$ cat src/rtl/ro_meas_seq.sv
// ro_meas_seq -- measurement sequencer for the ring-oscillator bank.
//
// Selects an RO channel and clears the external ripple counter. It then
// enables the RO for WIN_LEN reference cycles and lets the counter settle
// for SETTLE cycles. Finally it samples the count onto a registered result
// bus. Runs on one channel (MODE=0) or sweeps channels 0..CH_SEL (MODE=1).
//
// Ports
//   CLK, RST        reference clock, asynchronous active-high reset
//   START, ABORT    1-cycle run request (IDLE only) / cancel current run
//   MODE            0 = single channel CH_SEL, 1 = sweep 0..CH_SEL
//   CH_SEL, WIN_LEN channel / last channel and window length, latched at START
//   RO_COUNT        ripple counter value from the bank
//   RO_EN, RO_SEL   registered enable and channel select to the RO bank
//   CNT_RSTN        active-low clear to the ripple counter
//   BUSY, DONE      run in progress / 1-cycle end-of-run pulse
//   RES_VALID       1-cycle pulse per measured channel, with RES_CH,
//                   RES_COUNT and RES_ERR (channel >= NCH, count forced to 0)
//
// Optional build macro RO_MEAS_MINMAX_EN adds MIN_COUNT/MIN_CH and
// MAX_COUNT/MAX_CH: the extremes over the non-error results of the last run.
module ro_meas_seq #(
  parameter int NCH    = 8,
  parameter int SEL_W  = 3,
  parameter int CNT_W  = 16,
  parameter int WIN_W  = 16,
  parameter int SETTLE = 4
) (
  input  logic             CLK,
  input  logic             RST,
  input  logic             START,
  input  logic             ABORT,
  input  logic             MODE,
  input  logic [SEL_W-1:0] CH_SEL,
  input  logic [WIN_W-1:0] WIN_LEN,
  input  logic [CNT_W-1:0] RO_COUNT,
  output logic             RO_EN,
  output logic [SEL_W-1:0] RO_SEL,
  output logic             CNT_RSTN,
  output logic             BUSY,
  output logic             DONE,
  output logic             RES_VALID,
  output logic [SEL_W-1:0] RES_CH,
  output logic [CNT_W-1:0] RES_COUNT,
  output logic             RES_ERR
`ifdef RO_MEAS_MINMAX_EN
  ,
  output logic [CNT_W-1:0] MIN_COUNT,
  output logic [SEL_W-1:0] MIN_CH,
  output logic [CNT_W-1:0] MAX_COUNT,
  output logic [SEL_W-1:0] MAX_CH
`endif
);

  // One down-counter times CLR, RUN and SETTLE, so it must hold the larger
  // of the window length and the settle count.
  localparam int SET_W = $clog2(SETTLE + 1);
  localparam int TMR_W = (WIN_W > SET_W) ? WIN_W : SET_W;
  localparam logic [SEL_W:0] NCH_L = (SEL_W + 1)'(NCH);

  typedef enum logic [2:0] {
    S_IDLE, S_CLR, S_RUN, S_SETTLE, S_SAMPLE, S_NEXT, S_FIN
  } state_t;

  state_t             state_q, state_n;
  logic [TMR_W-1:0]   tmr_q, tmr_n;
  logic [SEL_W-1:0]   ptr_q, ptr_n;
  logic               mode_q;
  logic [SEL_W-1:0]   last_q;
  logic [WIN_W-1:0]   win_q;
  logic               accept, enter, sample, fin, ptr_oor;

  function automatic logic out_of_range(input logic [SEL_W-1:0] ch);
    return {1'b0, ch} >= NCH_L;
  endfunction

  assign accept  = (state_q == S_IDLE) && START && !ABORT;
  assign ptr_oor = out_of_range(ptr_q);

  // Run parameters are frozen at START, so register writes during a run
  // have no effect on it.
  always_ff @(posedge CLK) begin
    if (accept) begin
      mode_q <= MODE;
      last_q <= CH_SEL;
      win_q  <= WIN_LEN;
    end
  end

  always_ff @(posedge CLK or posedge RST) begin
    if (RST) begin
      state_q <= S_IDLE;
      tmr_q   <= '0;
      ptr_q   <= '0;
    end else begin
      state_q <= state_n;
      tmr_q   <= tmr_n;
      ptr_q   <= ptr_n;
    end
  end

  // tmr_q holds "remaining cycles - 1" in the timed states: leave on zero.
  always_comb begin
    state_n = state_q;
    tmr_n   = tmr_q;
    ptr_n   = ptr_q;
    enter   = 1'b0;
    sample  = 1'b0;
    fin     = 1'b0;
    case (state_q)
      S_IDLE: begin
        if (accept) begin
          ptr_n = START && MODE ? '0 : CH_SEL;
          enter = 1'b1;
        end
      end
      S_CLR: begin
        if (tmr_q == '0) begin
          if (win_q == '0) begin
            state_n = S_SETTLE;
            tmr_n   = TMR_W'(SETTLE - 1);
          end else begin
            state_n = S_RUN;
            tmr_n   = TMR_W'(win_q) - 1'b1;
          end
        end else begin
          tmr_n = tmr_q - 1'b1;
        end
      end
      S_RUN: begin
        if (tmr_q == '0) begin
          state_n = S_SETTLE;
          tmr_n   = TMR_W'(SETTLE - 1);
        end else begin
          tmr_n = tmr_q - 1'b1;
        end
      end
      S_SETTLE: begin
        if (tmr_q == '0) state_n = S_SAMPLE;
        else             tmr_n   = tmr_q - 1'b1;
      end
      S_SAMPLE: begin
        sample  = 1'b1;
        state_n = mode_q ? S_NEXT : S_FIN;
      end
      S_NEXT: begin
        if (ptr_q == last_q) begin
          state_n = S_FIN;
        end else begin
          ptr_n = ptr_q + 1'b1;
          enter = 1'b1;
        end
      end
      S_FIN: begin
        fin     = 1'b1;
        state_n = S_IDLE;
      end
      default: state_n = S_IDLE;
    endcase

    // Starting a channel: a non-existent channel never touches the bank and
    // goes straight to SAMPLE to report an error result.
    if (enter) begin
      if (out_of_range(ptr_n)) begin
        state_n = S_SAMPLE;
      end else begin
        state_n = S_CLR;
        tmr_n   = TMR_W'(1);
      end
    end

    if (ABORT && (state_q != S_IDLE)) begin
      state_n = S_IDLE;
      sample  = 1'b0;
      fin     = 1'b0;
    end
  end

  // All bank controls are decoded from the next state and registered, so
  // RO_EN is glitch-free and RO_SEL only moves on entry to CLR (RO_EN low).
  always_ff @(posedge CLK or posedge RST) begin
    if (RST) begin
      RO_EN     <= 1'b0;
      RO_SEL    <= '0;
      CNT_RSTN  <= 1'b0;
      BUSY      <= 1'b0;
      DONE      <= 1'b0;
      RES_VALID <= 1'b0;
      RES_CH    <= '0;
      RES_COUNT <= '0;
      RES_ERR   <= 1'b0;
    end else begin
      RO_EN     <= (state_n == S_RUN);
      CNT_RSTN  <= (state_n != S_CLR);
      BUSY      <= (state_n != S_IDLE);
      DONE      <= fin;
      RES_VALID <= sample;
      if (state_n == S_CLR) RO_SEL <= ptr_n;
      if (sample) begin
        RES_CH    <= ptr_q;
        RES_COUNT <= ptr_oor ? '0 : RO_COUNT;
        RES_ERR   <= ptr_oor;
      end
    end
  end

`ifdef RO_MEAS_MINMAX_EN
  // Strict compares keep the earliest channel on ties.
  always_ff @(posedge CLK or posedge RST) begin
    if (RST) begin
      MIN_COUNT <= '0;
      MIN_CH    <= '0;
      MAX_COUNT <= '0;
      MAX_CH    <= '0;
    end else if (accept) begin
      MIN_COUNT <= '1;
      MIN_CH    <= '0;
      MAX_COUNT <= '0;
      MAX_CH    <= '0;
    end else if (sample && !ptr_oor) begin
      if (RO_COUNT < MIN_COUNT) begin
        MIN_COUNT <= RO_COUNT;
        MIN_CH    <= ptr_q;
      end
      if (RO_COUNT > MAX_COUNT) begin
        MAX_COUNT <= RO_COUNT;
        MAX_CH    <= ptr_q;
      end
    end
  end
`endif

endmodule

$ cat config.mk
export PLATFORM = sky130hd
export DESIGN_NAME = ro_meas_seq
export DESIGN_NICKNAME = d
export VERILOG_FILES = /design/src/rtl/ro_meas_seq.sv
export SDC_FILE = /design/constraint.sdc
export NUM_CORES = 1
export LEC_CHECK = 0
export ABC_AREA = 1
export BUFFER_PORTS_ARGS = -buffer_cell sky130_fd_sc_hd__buf_2
export CELL_PAD_IN_SITES_DETAIL_PLACEMENT = 1
export CELL_PAD_IN_SITES_GLOBAL_PLACEMENT = 1
export CORE_MARGIN = 2
export CORE_UTILIZATION = 37
export DETAILED_ROUTE_END_ITERATION = 8
export PLACE_DENSITY = 0.73
export SETUP_SLACK_MARGIN = 0.4
export SLEW_MARGIN = 10
export SYNTH_ARGS = -nofsm -noshare
export SYNTH_HDL_FRONTEND = slang
export SYNTH_SLANG_ARGS = --single-unit
export TNS_END_PERCENT = 10
$ cat constraint.sdc
create_clock -name CLK -period 1.6 [get_ports CLK]
set_clock_uncertainty 0.05 [all_clocks]
set_input_delay 0.08 -clock CLK [delete_from_list [all_inputs] [get_ports CLK]]
set_output_delay 0.08 -clock CLK [all_outputs]
set_load 0.02 [all_outputs]
Word-level counts from Yosys, hierarchy flattened
Index checks and enable logic that the tools add are counted.

storage, ports and cells
  flip-flop bits (word level) = 69
  bits of input ports = 40
  word-level logic and storage cells = 66

operators by class
  add/sub/neg operators = 3
  eq/ne operators = 11
  muxes and demuxes = 26
  reductions and logical operators = 12

operator list
  operator                                                               count
  16-bit 2-to-1 mux                                                      5
  16-bit case mux with 3 select lines                                    1
  16-bit logical NOT                                                     2
  16-bit by 1-bit subtractor with 16-bit output (second input constant)  2
  3-bit 2-to-1 mux                                                       9
  3-bit case mux with 6 select lines                                     1
  3-bit by 2-bit == test with 1-bit output (second input constant)       3
  3-bit == test (second input constant)                                  3
  1-bit 2-to-1 mux                                                       7
  3-bit by 1-bit == test with 1-bit output (second input constant)       2
  3-bit case mux with 2 select lines                                     1
  3-bit nonzero test                                                     2
  1-bit logical AND                                                      4
  4-bit nonzero test                                                     1
  3-bit by 1-bit adder with 3-bit output (second input constant)         1
  3-bit == test                                                          1
  3-bit logical NOT                                                      1
  3-bit by 1-bit != test with 1-bit output (second input constant)       1
  3-bit != test (second input constant)                                  1
  2-bit 2-to-1 mux                                                       1
  1-bit case mux with 2 select lines                                     1
  2-bit AND reduction                                                    1
  1-bit logical NOT                                                      1

Logic depth before layout (Yosys ltp)
  word-level depth = 8
  depth in mapped cells = 15

Least setup slack after synthesis
No wires, ideal clock.

  path type = reg-to-reg
  from = register tmr_q[0]
  to = register RO_SEL[1]
  library setup time = 117 ps
  arrival = 1581 ps
  required time = 1433 ps
  path slack = -149 ps
  cell stages (with the launch flop) = 16
  path buffers = 0
  period minus slack after synthesis = 1749 ps
  cell sequence = dfrtp_1 -> inv_1 -> ha_1 -> inv_1 -> nor2_1 -> nand2_1 -> nor2_4 -> nand2_1 -> nand2_2 -> nand2_2 -> nor2_4 -> nor2_4 -> nor2_4 -> nand3_4 -> nand2_1 -> nand2_1

between the ends
  word-level cells in the longest chain between the ends = 6
  elaborated cells between the ends (all ways) = 8
  classes of those cells = eq/ne: 1; mux: 6; reduce/logical: 1

RTL lines
  item                                        RTL line       source
  start, declared                             66             logic [TMR_W-1:0] tmr_q, tmr_n;
  start signal, assigned                      97             tmr_q <= tmr_n;
  16-bit logical NOT *                        118, 131, 139
  3-bit 2-to-1 mux (on tied branches)         139, 118, 131
  3-bit case mux with 6 select lines *        110            case (state_q)
  3-bit 2-to-1 mux *                          163            if (enter) begin
  3-bit 2-to-1 mux *                          172            if (ABORT && (state_q != S_IDLE)) begin
  net state_n[1]                              65             state_t state_q, state_n;
  3-bit by 1-bit == test with 1-bit output *  198            if (state_n == S_CLR) RO_SEL <= ptr_n;
  end signal, assigned                        198
  end, declared                               38             output logic [SEL_W-1:0] RO_SEL,

Mark *: on every way through the listed nets, which the timed path passes. The rest lies on a longest branch.
A chain may end at the register's enable or synchronous reset.

Worst setup path after layout
  from = register tmr_q[1]
  to = register RO_SEL[1]

Same word-level chain as after synthesis.

==> flow_summary.yaml <==
yosys:
  synthesis.area_um2: 3860
  ys_warn_count: 0
  syn_inst: 483
  yosysSeqAreaShare_pct: 47.3
  synth_area_leaders: "dfrtp_1, nand2_1, edfxtp_1, nand3_1, inv_1"
  netlist-cell-type-count: 30
  synthFlopType: "dfrtp_1"
  synth_top_area_share_pct: 31.8
  yosys.area.top_type: "dfrtp_1"
  synthTopCellsByCount: "nand2_1, dfrtp_1, inv_1, nand3_1, nor2_1"
  synth_edf_count: 20
  synth_nets: 528
  syn_area_per_cell_um2: 7.99
  yosysMostFrequentCell: "nand2_1"
  synth-seq-cells: 69
  async_reset_ff_share_pct: 71.0
cells_and_area:
  multi_input_area_um2: 1990
  nNetsFinal: 752
  final_util_pct: 59.5
  fillers: 1228
  area_growth_syn_to_layout_pct: 57.6
  antenna_cells: 0
  regArea_um2: 1830
  final_area_um2: 6080
  stdcell_count: 848
  final_layout_size_suffix_gt1_share_pct: 41.4
sta:
  drv_slew: 0
  fmax_mhz: 487
  hold_ws_ns: 0.107
  post-route-period-util_pct: 128
  period_minus_slack_ns: 2.05
  hold_viol: 0
  rsz0062_at_grt: "yes"
  setup_violations: 66
  tns_ns: -10.98
  setup_ws_ns: -0.452
floorplan:
  std_cell_rows: 37
  core_um2: 10200
  die_w_um: 106
  fp.dieArea_um2: 11300
  initial_core_util_pct: 37.7
  die_h_um: 106
  ioPinCount: 68
cts:
  clk_pin_slew_worst_paths_ns: 0.09
  cts-root-buf: "clkbuf_8"
  clock_latency_ns: 0.37
  cts_buffers: 9
  cts_tree: "yes"
  clock_path_buffers: 2
  clock-sinks: 69
  cts-htree-levels: 3
setup_path:
  start_kind: "register"
  r2r_end: "RO_SEL[1]$_DFFE_PP0N_"
  path_class: "register to register"
  crit_chain: "inv_2 -> ha_4 -> inv_2 -> nor2_4 -> nand2_2 -> nor2_4 -> nand2_2 -> nand2_2 -> nand2_2 -> nor2_4 -> nor2_4 -> nor2_4 -> nand3_4 -> nand2_1 -> nand2_1"
  slowest_stage: "dfrtp_1"
  startpoint: "tmr_q[1]$_DFFE_PP0P_"
  crit_arrival_ns: 2.26
  cp-end-kind: "register"
  worstPathMaxFanout: 5
  crit_family: "simple AND/OR/NAND/NOR gates"
  required_ns: 1.81
  crit_path_max_incr_delay_ns: 0.41
  r2r_cells: 15
  r2r_start: "tmr_q[1]$_DFFE_PP0P_"
  path_buf_inv: 2
  rrSetupSlack_ns: -0.45
  critPathMostFrequentCell: "nor2_4"
status:
  violations: "negative setup slack"
  outcome: "finished, violations left"
placed_design:
  place_area_um2: 5160
  gp_congestion: 0.878
  hpwl_mm: 9.10
  pre_cts_ws_ns: -0.302
  dpl.cell_count: 779
  port-buffer-count: 66
drt:
  drc: 0
  dr.pass1.iters: 4
  drt_iter0_drc: 261
  vias: 4322
  wl_per_cell_um: 19.8
  via_per_inst: 5.10
  drtAntennaViolNets: 0
  drt_wl_total_mm: 16.8
global_routing:
  grt_max_degree: 50
  antenna_found_initial: 0
  grt_overflow_total: 0
  grt_pass1_vias: 4668
  grt_pass1_wl_mm: 23.4
  globalRouteTotalUtil_pct: 27.0
pwr:
  p_comb_share_pct: 55.8
  p_per_area_nw_per_um2: 1560
  p_seq_share_pct: 26.3
  p_int_mw: 5.36
  p_switching_mw: 4.12
  switching_share_pct: 43.5
  finalPower_mw: 9.48
  ir_worst_vdd_v: 0.000774
  p_leak_nw: 3.00
  power_frac_clock_pct: 17.8
flow_run:
  cap_violations: 0
hold_path:
  min_to: "RO_EN$_DFF_PP0_"
  hold_depth: 4
  hp-start: "ABORT"
  hp-class: "input port to register"
[placed cells by master, fill, tap and decap left out, drive strengths merged]
cell         netlist  layout
o211ai             1       1
o22ai              2       2
buf                5     180
nor3               6       6
nand3             42      42
bufinv             0       1
conb               1       1
nor2              54      54
nand4             14      14
or2                2       2
nor4               2       2
xor2              11      11
dfrtp             49      49
ha                 5       5
nand2            174     174
dlygate4sd3        0      38
clkinv             0       2
o21ai             25      25
edfxtp            20      20
a21oi              6       6
o21bai             1       1
clkinvlp           0       2
inv               58      57
clkbuf             0      12
xnor2              5       5
[final cells by class]
cell class | count | area share (%)
clock buffer | 12 | 2.92
multi-input combinational | 351 | 32.7
inverter | 58 | 3.89
tap | 136 | 2.80
clock inverter | 4 | 0.843
timing repair buffer | 218 | 26.8
sequential | 69 | 30.0
[layer usage]
metal  global-route usage (%)  vias to the layer above  wire, um
met2                     49.0                      138      8760
met5                        0                        -         0
met3                     3.92                       51       741
met1                     31.8                     2134      6630
met4                     10.7                        0       627
li1                         -                     1999         -
[worst reg2reg max path, delay by kind of cell (launching register included)]
family        cells  cell delay [ns]
fa+ha+maj         1             0.15
buf+inv           2             0.15
flops             1             0.41
simple gates     12             1.19
[sequential cells by signal, summed over array words and instances (netlist names)]
register,flops
ptr_q,3
BUSY,1
tmr_q,16
RES_COUNT,16
CNT_RSTN,1
RO_SEL,3
win_q,16
DONE,1
RO_EN,1
RES_VALID,1
RES_CH,3
state_q,3
last_q,3
mode_q,1
[kinds of logic (layout without fill, tap and decap cells)]
family | count (synthesis) | in the layout | synth area share [%]
simple gates | 294 | 294 | 36.1
compound gates | 35 | 35 | 4.73
flops | 69 | 69 | 47.3
other cells | 1 | 1 | 0.0972
xor+xnor | 16 | 16 | 3.63
fa+ha+maj | 5 | 5 | 1.62
buf+inv | 63 | 292 | 6.48
[power groups by stage]
stage	clock, mW	sequential (mW)	combinational [mW]
after floorplan	0	2.60	2.20
after global placement	0	2.46	4.19
after detailed placement	0	2.48	4.32
after CTS	1.68	2.46	4.78
after global routing	1.75	2.53	5.69
final	1.69	2.50	5.29
[repair_timing]
action | 4_1_cts | 5_1_grt
endpoints found under the setup margin | 68 | 68
hold endpoints to repair | 88 | 0
buffers inserted | 11 | 4
hold buffers | 38 | 0
gates resized for setup | 28 | 35
pin swaps | 13 | 22
[how the worst max path moves through the flow]
| stage | slack, ns | cells after the start | end |
|---|---|---|---|
| CTS | -0.23 | 13 | RO_SEL[0]$_DFFE_PP0N_ |
| finish | -0.45 | 15 | RO_SEL[1]$_DFFE_PP0N_ |
| detailed placement | -0.30 | 12 | RO_EN$_DFF_PP0_ |
| global placement | -0.21 | 11 | tmr_q[15]$_DFFE_PP0P_ |
| global route | -0.56 | 15 | RO_SEL[1]$_DFFE_PP0N_ |
| floorplan | -0.12 | 15 | RO_SEL[1]$_DFFE_PP0N_ |
Note: power is estimated with default switching activity, not from simulation.
